--- config.mk ---
export PLATFORM = sky130hd
export DESIGN_NAME = multi_cycle_control_fsm
export DESIGN_NICKNAME = d
export VERILOG_FILES = /design/src/rtl/multi_cycle_control_fsm.sv
export SDC_FILE = /design/constraint.sdc
export NUM_CORES = 1
export LEC_CHECK = 0
export CAP_MARGIN = 25
export CORE_MARGIN = 8
export CORE_UTILIZATION = 45
export CTS_BUF_LIST = sky130_fd_sc_hd__clkbuf_16
export DETAILED_ROUTE_END_ITERATION = 7
export PLACE_DENSITY = 0.82
export SETUP_SLACK_MARGIN = 0.5
export SYNTH_ARGS = -nofsm -noshare
export SYNTH_HDL_FRONTEND = slang
export SYNTH_SLANG_ARGS = --single-unit
--- constraint.sdc ---
create_clock -name clk -period 3.25 [get_ports clk]
set_clock_uncertainty 0.2 [all_clocks]
set_input_delay 0.65 -clock clk [delete_from_list [all_inputs] [get_ports clk]]
set_output_delay 0.65 -clock clk [all_outputs]
set_load 0.05 [all_outputs]
--- src/rtl/multi_cycle_control_fsm.sv ---
// Sequencing controller for the multi-cycle RV32I core.
// Walks each instruction through IF/ID/EX/MEM/WB and drives the datapath
// strobes for the current state. Owns the ECALL halt and a watchdog on
// memory waits. The optional performance counters are built only when
// the PERF_CNT_EN macro is defined.
module multi_cycle_control_fsm #(
  parameter int unsigned MEM_TIMEOUT = 16,
  parameter int unsigned CNT_WIDTH   = 32
) (
  input  logic       clk,
  input  logic       reset,
  input  logic [6:0] opcode,
  input  logic       bcond,
  input  logic       is_halt,
  input  logic       mem_ready,
  output logic       ir_write,
  output logic       mdr_write,
  output logic       pc_write,
  output logic       reg_write,
  output logic       mem_read,
  output logic       mem_write,
  output logic       i_or_d,
  output logic       alu_src_a,
  output logic [1:0] alu_src_b,
  output logic [1:0] alu_op,
  output logic [1:0] pc_source,
  output logic [1:0] wb_sel,
  output logic       halted,
  output logic       mem_error,
  output logic       illegal_inst
`ifdef PERF_CNT_EN
  ,
  output logic [CNT_WIDTH-1:0] cycle_count,
  output logic [CNT_WIDTH-1:0] retired_count
`endif
);

  typedef enum logic [2:0] {
    S_IF   = 3'd0,
    S_ID   = 3'd1,
    S_EX   = 3'd2,
    S_MEM  = 3'd3,
    S_WB   = 3'd4,
    S_HALT = 3'd5
  } state_e;

  localparam logic [6:0] OP_ARITH     = 7'b0110011;
  localparam logic [6:0] OP_ARITH_IMM = 7'b0010011;
  localparam logic [6:0] OP_LOAD      = 7'b0000011;
  localparam logic [6:0] OP_STORE     = 7'b0100011;
  localparam logic [6:0] OP_BRANCH    = 7'b1100011;
  localparam logic [6:0] OP_JAL       = 7'b1101111;
  localparam logic [6:0] OP_JALR      = 7'b1100111;
  localparam logic [6:0] OP_SYSTEM    = 7'b1110011;

  // The wait counter only ever holds completed wait cycles, so it tops out
  // at MEM_TIMEOUT-1: the cycle that would reach MEM_TIMEOUT is the one
  // that trips the error.
  localparam bit                 WDOG_EN   = (MEM_TIMEOUT > 0);
  localparam int unsigned        WAIT_W    = (MEM_TIMEOUT > 1) ? $clog2(MEM_TIMEOUT) : 1;
  localparam logic [WAIT_W-1:0]  WAIT_LAST = WAIT_W'((MEM_TIMEOUT > 0) ? MEM_TIMEOUT - 1 : 0);

  state_e            state_q, state_d;
  logic [WAIT_W-1:0] wait_cnt_q, wait_cnt_d;
  logic              mem_error_q, mem_error_d;
  logic              mem_waiting;

  // Next state, watchdog and per-state datapath strobes.
  // NOTE: every output is given a default first so no path leaves a
  // signal unassigned, which would otherwise infer a latch.
  always_comb begin
    state_d      = state_q;
    mem_waiting  = 1'b0;
    ir_write     = 1'b0;
    mdr_write    = 1'b0;
    pc_write     = 1'b0;
    reg_write    = 1'b0;
    mem_read     = 1'b0;
    mem_write    = 1'b0;
    i_or_d       = 1'b0;
    alu_src_a    = 1'b0;
    alu_src_b    = 2'd0;
    alu_op       = 2'd0;
    pc_source    = 2'd0;
    wb_sel       = 2'd0;
    illegal_inst = 1'b0;

    case (state_q)
      S_IF: begin
        mem_read    = 1'b1;
        mem_waiting = !mem_ready;
        if (mem_ready) begin
          ir_write = 1'b1;
          state_d  = S_ID;
        end
      end

      // ALUOut <= PC + imm, used later as the branch/JAL target.
      S_ID: begin
        alu_src_b = 2'd1;
        case (opcode)
          OP_SYSTEM: begin
            if (is_halt) begin
              state_d = S_HALT;
            end else begin
              pc_write  = 1'b1;
              pc_source = 2'd1;
              state_d   = S_IF;
            end
          end
          OP_JAL: state_d = S_WB;
          OP_ARITH, OP_ARITH_IMM, OP_LOAD, OP_STORE, OP_BRANCH, OP_JALR:
            state_d = S_EX;
          default: begin
            illegal_inst = 1'b1;
            pc_write     = 1'b1;
            pc_source    = 2'd1;
            state_d      = S_IF;
          end
        endcase
      end

      S_EX: begin
        alu_src_a = 1'b1;
        case (opcode)
          OP_ARITH: begin
            alu_op  = 2'd2;
            state_d = S_WB;
          end
          OP_ARITH_IMM: begin
            alu_src_b = 2'd1;
            alu_op    = 2'd2;
            state_d   = S_WB;
          end
          OP_LOAD, OP_STORE: begin
            alu_src_b = 2'd1;
            state_d   = S_MEM;
          end
          OP_JALR: begin
            alu_src_b = 2'd1;
            state_d   = S_WB;
          end
          OP_BRANCH: begin
            alu_op    = 2'd1;
            pc_write  = 1'b1;
            pc_source = bcond ? 2'd0 : 2'd1;
            state_d   = S_IF;
          end
          // Unreachable while opcode is held stable; recover to fetch.
          default: state_d = S_IF;
        endcase
      end

      S_MEM: begin
        i_or_d      = 1'b1;
        mem_read    = (opcode == OP_LOAD);
        mem_write   = (opcode == OP_STORE);
        mem_waiting = !mem_ready;
        if (mem_ready) begin
          if (opcode == OP_LOAD) begin
            mdr_write = 1'b1;
            state_d   = S_WB;
          end else begin
            pc_write  = 1'b1;
            pc_source = 2'd1;
            state_d   = S_IF;
          end
        end
      end

      S_WB: begin
        reg_write = 1'b1;
        pc_write  = 1'b1;
        pc_source = ((opcode == OP_JAL) || (opcode == OP_JALR)) ? 2'd0 : 2'd1;
        if (opcode == OP_LOAD) begin
          wb_sel = 2'd1;
        end else if ((opcode == OP_JAL) || (opcode == OP_JALR)) begin
          wb_sel = 2'd2;
        end
        state_d = S_IF;
      end

      S_HALT: state_d = S_HALT;

      default: state_d = S_IF;
    endcase

    // Watchdog: a mem_ready in the timeout cycle clears mem_waiting, so it wins.
    wait_cnt_d  = '0;
    mem_error_d = mem_error_q;
    if (WDOG_EN && mem_waiting) begin
      if (wait_cnt_q == WAIT_LAST) begin
        mem_error_d = 1'b1;
        state_d     = S_HALT;
      end else begin
        wait_cnt_d = wait_cnt_q + WAIT_W'(1);
      end
    end

    // While reset is held the core sits in fetch with no side effects.
    if (!reset) begin
      state_d      = S_IF;
      wait_cnt_d   = '0;
      mem_error_d  = 1'b0;
      ir_write     = 1'b0;
      mdr_write    = 1'b0;
      pc_write     = 1'b0;
      reg_write    = 1'b0;
      mem_read     = 1'b1;
      mem_write    = 1'b0;
      i_or_d       = 1'b0;
      alu_src_a    = 1'b0;
      alu_src_b    = 2'd0;
      alu_op       = 2'd0;
      pc_source    = 2'd0;
      wb_sel       = 2'd0;
      illegal_inst = 1'b0;
    end
  end

  // State, wait counter and sticky error registers.
  // NOTE: sequential state uses non-blocking assignments so every flop
  // samples the pre-edge values regardless of statement order.
  always_ff @(posedge clk or negedge reset) begin
    if (!reset) begin
      state_q     <= S_IF;
      wait_cnt_q  <= '0;
      mem_error_q <= 1'b0;
    end else begin
      state_q     <= state_d;
      wait_cnt_q  <= wait_cnt_d;
      mem_error_q <= mem_error_d;
    end
  end

  assign halted    = (state_q == S_HALT);
  assign mem_error = mem_error_q;

`ifdef PERF_CNT_EN
  logic [CNT_WIDTH-1:0] cycle_cnt_q, cycle_cnt_d;
  logic [CNT_WIDTH-1:0] retired_cnt_q, retired_cnt_d;

  // Counters advance only while running; both freeze once halted.
  always_comb begin
    cycle_cnt_d   = cycle_cnt_q;
    retired_cnt_d = retired_cnt_q;
    if (state_q != S_HALT) begin
      cycle_cnt_d = cycle_cnt_q + CNT_WIDTH'(1);
      if (pc_write) begin
        retired_cnt_d = retired_cnt_q + CNT_WIDTH'(1);
      end
    end
  end

  // Performance counter registers.
  always_ff @(posedge clk or negedge reset) begin
    if (!reset) begin
      cycle_cnt_q   <= '0;
      retired_cnt_q <= '0;
    end else begin
      cycle_cnt_q   <= cycle_cnt_d;
      retired_cnt_q <= retired_cnt_d;
    end
  end

  assign cycle_count   = cycle_cnt_q;
  assign retired_count = retired_cnt_q;
`else
  logic unused_cnt_width;
  assign unused_cnt_width = (CNT_WIDTH > 0);
`endif

endmodule
==> impl_metrics.csv, run 1 <==
group,metric,value,unit
yosys,yosysUniqueCellTypes,36,
placed_design,place.gp.congestion,0.934,
clocking,htree_levels,1,
clocking,clock_sinks,8,
placed_design,hpwl,2.12,mm
floorplan,dieWidth,56.7,µm
clocking,cts_buffer_depth,2,
run_status,error,"[ERROR DPL-0038] Utilization greater than 100%, impossible to legalize",
clocking,root_buffer,"clkbuf_16",
yosys,synth_area_per_cell,7.38,µm²
yosys,synth_area,746,µm²
run_status,failed_stage,"5_1_grt",
clocking,ctsHoldBuffers,0,
clocking,cts-buffers-inserted,3,
yosys,ys.warnings.count,0,
floorplan,row_count,14,
yosys,ys_ff_latch,8,
placed_design,portBuffers,28,
floorplan,ios,31,
yosys,ys_seq_area_share,26.8,%
floorplan,die_y,56.7,µm
yosys,syn_inst,101,
timing,worst_path_end_type,"top-level output",
run_status,status,"aborted with a tool error",
timing,worstEndpointGrtRepair,"pc_write",
global_routing,grt_max_degree,13,
floorplan,start_util,48.9,%
synth_stat cells:
cell type / number / share of area (%)
nand2b_4: 1 / 1.8
ha_1: 1 / 1.7
nand2_1: 11 / 5.5
nor2b_1: 5 / 4.2
nor4_1: 1 / 0.84
o22a_1: 1 / 1.2
nand4_1: 1 / 0.84
nor3_1: 5 / 3.4
nor2_1: 11 / 5.5
conb_1: 1 / 0.50
a21o_1: 1 / 1.0
nand3b_1: 1 / 1.0
and3_2: 1 / 1.0
nand3_1: 3 / 2.0
a31oi_1: 2 / 1.7
a41o_2: 1 / 1.5
o21ai_0: 7 / 4.7
and4bb_4: 1 / 2.2
o21a_1: 1 / 1.0
or3_1: 3 / 2.5
xor2_1: 1 / 1.2
o32a_1: 1 / 1.3
nand2b_1: 2 / 1.7
and2_1: 3 / 2.5
nand4bb_1: 1 / 1.5
and3_1: 4 / 3.4
o31ai_2: 1 / 1.7
buf_4: 2 / 2.0
a21oi_1: 7 / 4.7
and3b_1: 1 / 1.2
xnor2_1: 2 / 2.3
dfrtp_1: 8 / 27
clkbuf_1: 2 / 1.0
a211oi_1: 1 / 1.0
nor3b_1: 1 / 1.0
inv_1: 5 / 2.5
timing repair:
item | in CTS
buffers inserted | 5
setup endpoints to repair | 15
gates resized for setup | 45
pin swaps | 13
per-stage QoR:
step,util (%),setup TNS [ps],setup WS [ps],area [µm²],cells
after detailed placement,84.1,-32.1,-32.1,1280,151
after global placement,84.1,0,25.1,1280,151
after floorplan,-,0,314,786,102
after CTS,92.1,0,264,1400,159
cells by family after synthesis:
logic type,synth area share (%)
other,0.503
buffers and inverters,5.54
and+or+nand+nor,42.1
DFF,26.8
adders and majority gates,1.68
AOI/OAI and AO/OA,19.8
xor gates and xnor gates,3.52
==> inputs of run 2 (changes only) <==
==> config.mk (replaced) <==
export PLATFORM = sky130hd
export DESIGN_NAME = multi_cycle_control_fsm
export DESIGN_NICKNAME = d
export VERILOG_FILES = /design/src/rtl/multi_cycle_control_fsm.sv
export SDC_FILE = /design/constraint.sdc
export NUM_CORES = 1
export LEC_CHECK = 0
export CAP_MARGIN = 25
export CORE_AREA = 8 8 69 71
export DETAILED_ROUTE_END_ITERATION = 7
export DIE_AREA = 0 0 77 79
export PLACE_DENSITY_LB_ADDON = 0.15
export SYNTH_ARGS = -nofsm -noshare
export SYNTH_HDL_FRONTEND = slang
export SYNTH_SLANG_ARGS = --single-unit
==> impl_metrics.csv, run 2 <==
group,metric,value,unit
yosys,ys_seq_area_share,26.8,%
clocking,cts_buffer_depth,2,
clocking,ctsHoldBuffers,0,
global_routing,grt_pass1_vias,944,
detailed_routing,vias,914,
pwr,powerDensity,208,mW/mm²
clocking,root_buffer,"clkbuf_8",
timing,max_freq,316,MHz
cells_and_area,top_register,"wait_cnt_q",
pwr,power_switching_share,26.7,%
run_status,status,"completed",
placed_design,hpwl,2.20,mm
setup_path,reg2reg_from,"state_q[0]",
yosys,syn_inst,101,
yosys,yosys.area.top_type,"dfrtp_1",
cells_and_area,final_common_cell,"buf_4",
yosys,synth_area_per_cell,7.38,µm²
global_routing,grt_usage,8.88,%
cells_and_area,multi_input_area,531,µm²
detailed_routing,first_pass_iters,4,
floorplan,ios,31,
detailed_routing,first_iter_violations,22,
setup_path,cp-startpoint,"opcode[6]",
global_routing,grt_pass1_wl,4.53,mm
setup_path,required,2400,ps
global_routing,grt_max_degree,13,
yosys,ys.warnings.count,0,
setup_path,crit_arrival,2310,ps
detailed_routing,drtAntennaViolNets,0,
cells_and_area,syn_to_final_growth,95.3,%
detailed_routing,post-route-drc-count,0,
yosys,ys.flop_type,"dfrtp_1",
yosys,netlist.area_leader.share,26.8,%
timing,final.setup.worst_slack,88.8,ps
timing,report.final.slew_viol_count,0,
clocking,htree_levels,1,
clocking,cts-buffers-inserted,3,
floorplan,start_util,19.6,%
global_routing,antenna_found_initial,0,
detailed_routing,wire_per_inst,13.4,µm
placed_design,portBuffers,28,
timing,hold_viol,0,
setup_path,critical_path_class,"input pin to primary output",
yosys,ys_ff_latch,8,
cells_and_area,largest_register_ffs,4,
timing,setup_viol,0,
min_path,min_path_type,"register to register",
global_routing,overflow,0,
yosys,synth_edf_count,0,
floorplan,row_count,23,
cells_and_area,drive_gt1_share,32.0,%
global_routing,use_met1,10.8,%
setup_path,cp-end-kind,"primary output",
setup_path,start_kind,"input pin",
floorplan,die-area,0.00608,mm²
clocking,clkLatencyLatePin,220,ps
detailed_routing,wl,2.68,mm
yosys,synth_area,746,µm²
pwr,p_seq_share,34.6,%
yosys,ys_async_sr_fraction,100,%
global_routing,use_met2,15.0,%
floorplan,dieWidth,77,µm
clocking,clock_sinks,8,
min_path,hold_start,"wait_cnt_q[0]",
placed_design,place_ws,-31.2,ps
detailed_routing,viasPerCell,4.57,
timing,tightest_slew,497,ps
placed_design,place.gp.congestion,0.836,
pwr,intPower,0.223,mW
floorplan,core_area,0.00380,mm²
yosys,yosysUniqueCellTypes,36,
cells_and_area,nFillCells,400,
cells_and_area,n_antenna_cell,0,
flow_run,cap_violations,0,
timing,rsz0062_at_grt,"false",
clocking,clk_pin_slew,40,ps
pwr,clkPwrFrac,37.1,%
cells_and_area,seq_area,200,µm²
cells_and_area,layout_common_cells,"buf_4 (21), buf_12 (15), nor2_1 (11), nand2_1 (11), dfrtp_1 (8)",
floorplan,die_y,79,µm
pwr,leakagePower,0.689,nW
pwr,combPwrFrac,28.3,%
global_routing,use_met3,3.05,%
yosys,ys_top_cells_by_count,"nand2_1 (11), nor2_1 (11), dfrtp_1 (8)",
pwr,vdd_drop_max,0.163,mV
timing,slew_headroom,66.8,%
clocking,cts_tree,"built",
cells_and_area,nNetsFinal,165,
timing,fin_crit_sh,97.3,%
global_routing,grt-busiest-layer,"met2",
setup_path,cp_max_fo,3,
pwr,p_sw,0.0810,mW
pwr,total_power,0.304,mW
yosys,synthTopCellsByArea,"dfrtp_1 (27%), nand2_1 (5.5%), nor2_1 (5.5%), a21oi_1 (4.7%), o21ai_0 (4.7%)",
timing,min_period,3160,ps
run 2: cell counts after synthesis:
Identical to the previous run, type by type.
run 2: cell type report:
type	instances	share of cell area, %
Clock buffer	3	2.84
Tap cell	50	4.30
Sequential cell	8	13.7
Inverter	5	1.29
Multi-Input combinational cell	85	36.4
Timing Repair Buffer	49	41.4
run 2: path summary, 6_finish.rpt:
check / end / slack [ps] / depth (start not counted)
worst max-delay path: pc_write / 90 / 7
worst min register to register: wait_cnt_q[0] / 270 / 1
worst min-delay path: wait_cnt_q[0] / 270 / 1
min in group asynchronous: state_q[1] / 680 / 2
max in group asynchronous: wait_cnt_q[1] / 2030 / 2
worst max register to register: state_q[0] / 1320 / 5
run 2: worst max-delay path, stage by stage:
cell and delay [ps]:
clkdlybuf4s50_1 420, and3b_2 230, nand4_1 110, nand2_1 80, o32a_1 360, o31ai_4 280
buf_12 170
run 2: kinds of logic (layout without fill, tap and decap cells):
logic type	after synthesis	in the layout	share of synthesized area [%]
other	1	2	0.503
adders and majority gates	1	1	1.68
and+or+nand+nor	56	56	42.1
DFF	8	8	26.8
AOI/OAI and AO/OA	23	23	19.8
buffers and inverters	9	57	5.54
xor gates and xnor gates	3	3	3.52
run 2: through the flow:
stage	util (%)	hold slack [ps]	instances	TNS [ps]	cell area [µm²]
3_5_place_dp	36.1	261	196	-48.0	1370
4_1_cts	37.5	266	199	-4.86	1420
3_3_place_gp	36.1	255	196	-40.0	1370
6_report	38.3	269	200	0	1460
2_1_floorplan	-	154	102	0	749
5_1_grt	38.3	292	200	0	1460
run 2: metal layers:
layer	vias to the layer above	share of wire (%)
li1	456	-
met1	433	45
met2	23	49
met3	2	5.1
met4	0	0.60
met5	-	0
run 2: what timing repair did:
action	CTS	global route
endpoints found under the setup margin	2	4
resized for setup	2	10
setup buffers	0	1
pin swaps	0	5
run 2: power groups by stage:
stage	sequential [mW]	combinational [mW]	clock, mW
after CTS	0.105	0.0864	0.117
after detailed placement	0.106	0.0847	0
final	0.105	0.0859	0.113
after floorplan	0.104	0.0377	0
after global placement	0.106	0.0842	0
after global routing	0.105	0.0929	0.126
Power figures use the tool's default switching activity.
